[config.mk]
export PLATFORM = sky130hd
export DESIGN_NAME = boa_irq_ctl
export DESIGN_NICKNAME = d
export VERILOG_FILES = /design/src/rtl/boa_irq_ctl.sv
export SDC_FILE = /design/constraint.sdc
export NUM_CORES = 1
export LEC_CHECK = 0
export CELL_PAD_IN_SITES_DETAIL_PLACEMENT = 1
export CELL_PAD_IN_SITES_GLOBAL_PLACEMENT = 2
export CORE_UTILIZATION = 33
export DETAILED_ROUTE_END_ITERATION = 10
export PLACE_DENSITY_LB_ADDON = 0.1
export SYNTH_ARGS = -nofsm -noshare
export SYNTH_HDL_FRONTEND = slang
export SYNTH_SLANG_ARGS = --single-unit
[constraint.sdc]
create_clock -name clk -period 18.15 [get_ports clk]
set_clock_uncertainty 0.15 [all_clocks]
set_input_delay 3.63 -clock clk [delete_from_list [all_inputs] [get_ports clk]]
set_output_delay 3.63 -clock clk [all_outputs]
set_load 0.01 [all_outputs]
[src/rtl/boa_irq_ctl.sv]
// External interrupt controller: synchronises, latches, masks and prioritises
// interrupt lines into one registered irq, with claim/complete by source ID.
module boa_irq_ctl #(
  parameter logic [31:0] addr  = 32'hffff_f100,
  parameter int unsigned n_src = 32
) (
  input  logic             clk,
  input  logic             rst,
  input  logic [n_src-1:0] src,
  input  logic [31:0]      bus_addr,
  input  logic             bus_re,
  input  logic [3:0]       bus_we,
  input  logic [31:0]      bus_wdata,
  output logic [31:0]      bus_rdata,
  output logic             bus_ready,
  output logic             irq
);

  // Implemented source bits: 1 .. n_src-1
  localparam logic [31:0] VMASK = 32'((64'd1 << n_src) - 64'd1) & 32'hffff_fffe;

  typedef enum logic [1:0] {
    REG_PEND   = 2'd0,
    REG_ENABLE = 2'd1,
    REG_EDGE   = 2'd2,
    REG_CLAIM  = 2'd3
  } reg_sel_e;

  logic [31:0] sync1, sync_s, prev_p;
  logic [31:0] pend_e, enable, edge_mode, in_svc;

  logic [31:0] src_w, off, pend_view, eligible;
  logic [31:0] claim_mask, cmpl_mask, w1c_mask, chg_mask, set_mask, rd_val;
  logic        hit, wr_full, claim_rd;
  reg_sel_e    sel;
  logic [4:0]  winner;

  assign bus_ready = 1'b1;

  always_comb begin
    src_w = '0;
    src_w[n_src-1:0] = src;
    src_w = src_w & VMASK;

    off     = bus_addr - addr;
    hit     = (off[31:4] == '0) && (off[1:0] == 2'b00);
    sel     = reg_sel_e'(off[3:2]);
    wr_full = hit && (bus_we == 4'hf);

    // Level sources report the detect-stage level so both modes share one latency
    pend_view = ((pend_e & edge_mode) | (prev_p & ~edge_mode)) & VMASK;
    eligible  = pend_view & enable & ~in_svc;

    winner = '0;
    for (int unsigned i = 31; i >= 1; i--) begin
      if (eligible[i]) winner = 5'(i);
    end

    claim_rd   = bus_re && hit && (sel == REG_CLAIM) && (winner != 5'd0);
    claim_mask = claim_rd ? (32'd1 << winner) : '0;

    cmpl_mask = '0;
    if (wr_full && (sel == REG_CLAIM) && (bus_wdata[4:0] != 5'd0) &&
        (32'(bus_wdata[4:0]) < n_src))
      cmpl_mask = (32'd1 << bus_wdata[4:0]) & VMASK;

    w1c_mask = (wr_full && (sel == REG_PEND)) ? (bus_wdata & edge_mode & VMASK) : '0;
    chg_mask = (wr_full && (sel == REG_EDGE)) ? ((bus_wdata & VMASK) ^ edge_mode) : '0;
    set_mask = sync_s & ~prev_p & edge_mode;

    rd_val = '0;
    if (bus_re && hit) begin
      case (sel)
        REG_PEND:   rd_val = pend_view;
        REG_ENABLE: rd_val = enable;
        REG_EDGE:   rd_val = edge_mode;
        REG_CLAIM:  rd_val = 32'(winner);
        default:    rd_val = '0;
      endcase
    end
  end

  always_ff @(posedge clk or posedge rst) begin
    if (rst) begin
      sync1     <= '0;
      sync_s    <= '0;
      prev_p    <= '0;
      pend_e    <= '0;
      enable    <= '0;
      edge_mode <= '0;
      in_svc    <= '0;
      irq       <= 1'b0;
      bus_rdata <= '0;
    end else begin
      sync1  <= src_w;
      sync_s <= sync1;
      prev_p <= sync_s;
      // New edge beats W1C/claim clear; a mode switch discards the stored edge
      pend_e <= ((pend_e & ~(w1c_mask | claim_mask)) | set_mask) & ~chg_mask;
      if (wr_full && (sel == REG_ENABLE)) enable <= bus_wdata & VMASK;
      if (wr_full && (sel == REG_EDGE)) edge_mode <= bus_wdata & VMASK;
      // Claim is judged on pre-complete state, so the two masks never collide
      in_svc    <= (in_svc & ~cmpl_mask) | claim_mask;
      irq       <= |eligible;
      bus_rdata <= rd_val;
    end
  end

endmodule

Word-level counts from Yosys, hierarchy flattened
Cells that the tools add are included.

Add/sub/neg operators: 1. Eq/ne operators: 4. Shifts and indexed selects: 2. Mux-type cells: 37. Bitwise logic cells: 21. Reductions and logical operators: 16.

Operators by type and width (count): $and A32 B32 Y32 (10); $not A32 Y32 (6); $mux W32 (5); $mux W5 (31); $or A32 B32 Y32 (4); $pmux W32 S4 (1); $shl A1 B5 Y32 const A (2); $reduce_or A32 Y1 (1); $sub A32 B32 Y32 const B (1); $xor A32 B32 Y32 (1); $logic_not A28 Y1 (1); $logic_and A1 B1 Y1 (10); $reduce_bool A5 Y1 (2); $eq A2 B2 Y1 const B (2); $eq A4 B4 Y1 const B (1); $logic_not A2 Y1 (2); $eq A2 B1 Y1 const B (1).

Register bits: 252. Bits of input ports: 103. Output and inout bits: 34.

Depth between registers and ports, before layout
Depth in word-level cells: 44. Depth in mapped cells: 10. Depth with buffers taken out: 8.

Worst setup path after synthesis
Ideal clock, no wire load.

Path type: input port to flip-flop. From: in bus_addr[9]. To: reg enable[10]. Library setup time: 125 ps. Arrival time: 5962 ps. Slack: 11913 ps. Cell stages on the path: 8. Buffers on the path: 1. Cell sequence: o41ai_4 -> o211ai_1 -> o41a_1 -> or4_1 -> or3_4 -> nor3b_2 -> buf_4 -> mux2_2.

Longest elaborated chain between the ends: 5.

Ends and longest elaborated chain: start: declaration (line 10) `input logic [31:0] bus_addr,`; $sub A32 B32 Y32 (line 45) `off = bus_addr - addr;`; $logic_not A28 Y1 (line 46) `hit = (off[31:4] == '0) && (off[1:0] == 2'b00);`; $logic_and A1 B1 Y1 (line 46); $logic_and A1 B1 Y1 (line 48) `wr_full = hit && (bus_we == 4'hf);`; $logic_and A1 B1 Y1 (line 100) `if (wr_full && (sel == REG_ENABLE)) enable <= bus_wdata & VMASK;`; end signal: assignment (line 100); end: declaration (line 30) `logic [31:0] pend_e, enable, edge_mode, in_svc;`.

Every way passes these cells. A chain may end at the register's enable or synchronous reset.

Final worst setup path
From: in bus_addr[13]. To: reg enable[8].

The elaborated chain is that of the path after synthesis.

==> summary.md <==
| Metric | Value |
|---|---|
| Arr. time, crit path | 7.54 ns |
| Row count | 68 |
| Post-layout util | 0.418 |
| Register share of total power | 0.461 |
| First-pass GRT wire length | 55800 um |
| Antenna-violating nets left | 0 |
| RePlAce Congestion | 0.805 |
| Nets | 1383 |
| Post-synth ARST share | 1.00 |
| Max_cap viols | 0 |
| Least-Margin Pin Slew | 1.09 ns |
| Dpl hpwl | 24000 um |
| Fmax | 138 MHz |
| Crit path max fanout | 19 |
| R2R Setup Slk | 14.44 ns |
| Pwr dens | 85.2 nW/um2 |
| Worst setup EP type | flop |
| Synth-to-layout area growth | 23.3% |
| Critical Path Start Type | input pin |
| Vias per cell | 5.32 |
| N_diodes | 0 |
| Synth Register Bits | 250 |
| Core Region | 34900 um2 |
| Starting Density | 0.339 |
| M2 GR Usage | 0.315 |
| CTS tree | done |
| Worst Path Required | 18.44 ns |
| Worst-path clk slew | 0.06 ns |
| DIE AREA | 36600 um2 |
| Top delay family on crit path | simple AND/OR/NAND/NOR gates |
| TritonCTS Buffers | 29 |
| NetSw | 0.286 mW |
| Die Y | 191 um |
| Initial antenna violation count | 1 |
| Setup violations, final | 0 |
| Post-synth EDFFs | 0 |
| Worst hold endpoint | sync_s[30] |
| CTS H-tree lvls | 1 |
| Critical-path top delay cell | nor3b_4 |
| Yosys warnings | 0 |
| Clock root buffer | clkbuf_16 |
| R2R cell count | 7 |
| Crit path kind | input pin to flop |
| Clk Latency, worst-skew pair | 0.56 ns |
| Reg-to-reg startpoint | edge_mode[19] |
| Most frequent cells in the layout | dfrtp_1, clkdlybuf4s50_1, nor2_1, o21ai_0, nand2_1 |
| Seq/Total Area, Yosys | 0.529 |
| Largest net degree at the start of global routing | 127 |
| Hold Crit Class | flop to flop |
| Vias | 9176 |
| Final min period | 7.25 ns |
| Comb pwr share | 0.061 |
| CP peak stage delay | 0.91 ns |
| Top_reg_cell synth | dfrtp_1 |
| RSZ-0062 raised after global routing | false |
| Final Hold Viols | 0 |
| Final Instance Area | 14600 um2 |
| Synthesized area | 11800 um2 |
| CP cell instances | clkdlybuf4s50_1, nand4_1, nor4_1, a31oi_1, or4_1, or3_4, nor3b_4, buf_4, mux2_2 |
| Remaining Overflow, GRT | 0 |
| Max-slew violations | 0 |
| Hold Path Depth | 0 |
| Share of cells above drive strength 1 | 0.0999 |
| Tot GR Track Use | 0.197 |
| Pre-antenna DRT Iters | 4 |
| Clk pwr share | 0.477 |
| Post-CTS Hold Buffers | 0 |
| Die Width | 191 um |
| Post-CTS Setup Inserts | 0 |
| DR WL/cell | 20.4 um |
| Placed cell area | 13600 um2 |
| Cells after Synth | 1123 |
| Commonest non-fill, non-tap cell in the layout | dfrtp_1 |
| Leakage | 6.16 nW |
| FF-to-FF End | irq |
| Synthesized Nets | 1257 |
| Start point of the critical path | bus_addr[13] |
| Hold Startpoint | sync1[30] |
| Avg Synthesized Cell Area | 10.5 um2 |
| TritonCTS Sinks | 250 |
| DRT iter0 DRCs | 432 |
| Buf+Inv Stages, Crit Path | 2 |
| Worst relative slew slack | 0.270 |
| Period utilisation layout | 0.399 |
| Switching share of power | 0.230 |
| Status | finished, final reports clean |
| M1 GR Usage | 0.279 |
| Count of input and output buffers | 134 |
| Synth unique cells | 69 |
| CTS Buffer Depth | 3 |
| Vias in the first global route | 9707 |
| Grt met3 use | 0.0332 |
| Pwr Total | 1.24 mW |
| Max VDD drop | 72.9 uV |
| # DRC | 0 |
| Power Internal | 0.957 mW |
| Final wirelength | 35200 um |
| Resized Gates After CTS | 0 |
| GR peak layer | met2 |
| Ports | 137 |
| TNS Setup | 0 ns |
[state kept, by name, summed over array words and instances, names as in the netlist]
register,count
sync1,31
bus_rdata,32
edge_mode,31
prev_p,31
pend_e,31
sync_s,31
in_svc,31
enable,31
irq,1
[worst register-to-register path, cell delays in order, from the launching register on]
cell	delay [ns]
dfrtp_1	0.43
mux2_2	0.39
o211ai_1	0.12
a21oi_1	0.13
a2111oi_0	0.77
a31o_2	0.59
nand2_1	0.34
or4_1	0.63
[Yosys cell counts, types with 8 or more instances]
master / instances / area [um2]
o32a_1: 28 / 280
clkbuf_1: 31 / 116
nor2_1: 98 / 368
nor2b_1: 25 / 156
mux2i_1: 17 / 170
o31ai_1: 15 / 113
nand2_1: 90 / 338
a31oi_1: 29 / 181
nor3b_1: 28 / 210
nand2b_1: 50 / 313
mux2_2: 49 / 552
ha_1: 31 / 388
a21oi_1: 64 / 320
o2bb2ai_1: 8 / 70.1
nand3b_1: 32 / 240
inv_1: 37 / 139
o21ai_0: 97 / 485
nor3_1: 12 / 60.1
dfrtp_1: 250 / 6260
[logic make-up after synthesis]
logic type      count (synthesis)  share of synthesized area
simple gates                  384                      0.174
compound gates                302                      0.165
flops                         250                      0.529
buf+inv                        85                     0.0304
mux                            70                     0.0686
fa+ha+maj                      31                     0.0328
other cells                     1                   0.000317
[power by group through the flow]
stage	Clock (mW)	Sequential [mW]	Combinational, mW
final	0.593	0.574	0.0759
after detailed placement	0	0.583	0.0774
after floorplan	0	0.582	0.0374
after global placement	0	0.583	0.0767
after global routing	0.634	0.575	0.0845
after CTS	0.614	0.573	0.0779
[through the flow]
| step | std cells | worst slack, ns | hold slack [ns] |
|---|---|---|---|
| 2_1_floorplan | 1123 | 7.50 | 0.181 |
| 3_3_place_gp | 1673 | 10.25 | 0.182 |
| 3_5_place_dp | 1673 | 10.30 | 0.186 |
| 4_1_cts | 1726 | 10.86 | 0.199 |
| 5_1_grt | 1726 | 10.74 | 0.206 |
| 6_report | 1726 | 10.90 | 0.196 |
[cell type report]
| cell class | instances | area, um2 |
|---|---|---|
| well taps | 455 | 569 |
| clock buffers | 39 | 813 |
| repair buffers | 143 | 1410 |
| flip-flops and latches | 250 | 6260 |
| clock inverters | 14 | 148 |
| fillers | 3888 | 20300 |
| multi-input cells | 788 | 5240 |
| inverters | 37 | 146 |
[metal layers]
metal	vias up	wire, um
met5	-	0
li1	4316	-
met3	37	1440
met4	0	634
met2	184	15900
met1	4639	17200
[how the worst max path moves through the flow]
stage               depth (start not counted)  slack (ns)            to
global route                                9       10.74     enable[1]
floorplan                                   1        7.50  bus_rdata[0]
finish                                      9       10.90     enable[8]
detailed placement                          9       10.30     enable[2]
global placement                            9       10.25     enable[8]
CTS                                         9       10.86     enable[1]
Power figures use the tool's default switching activity.
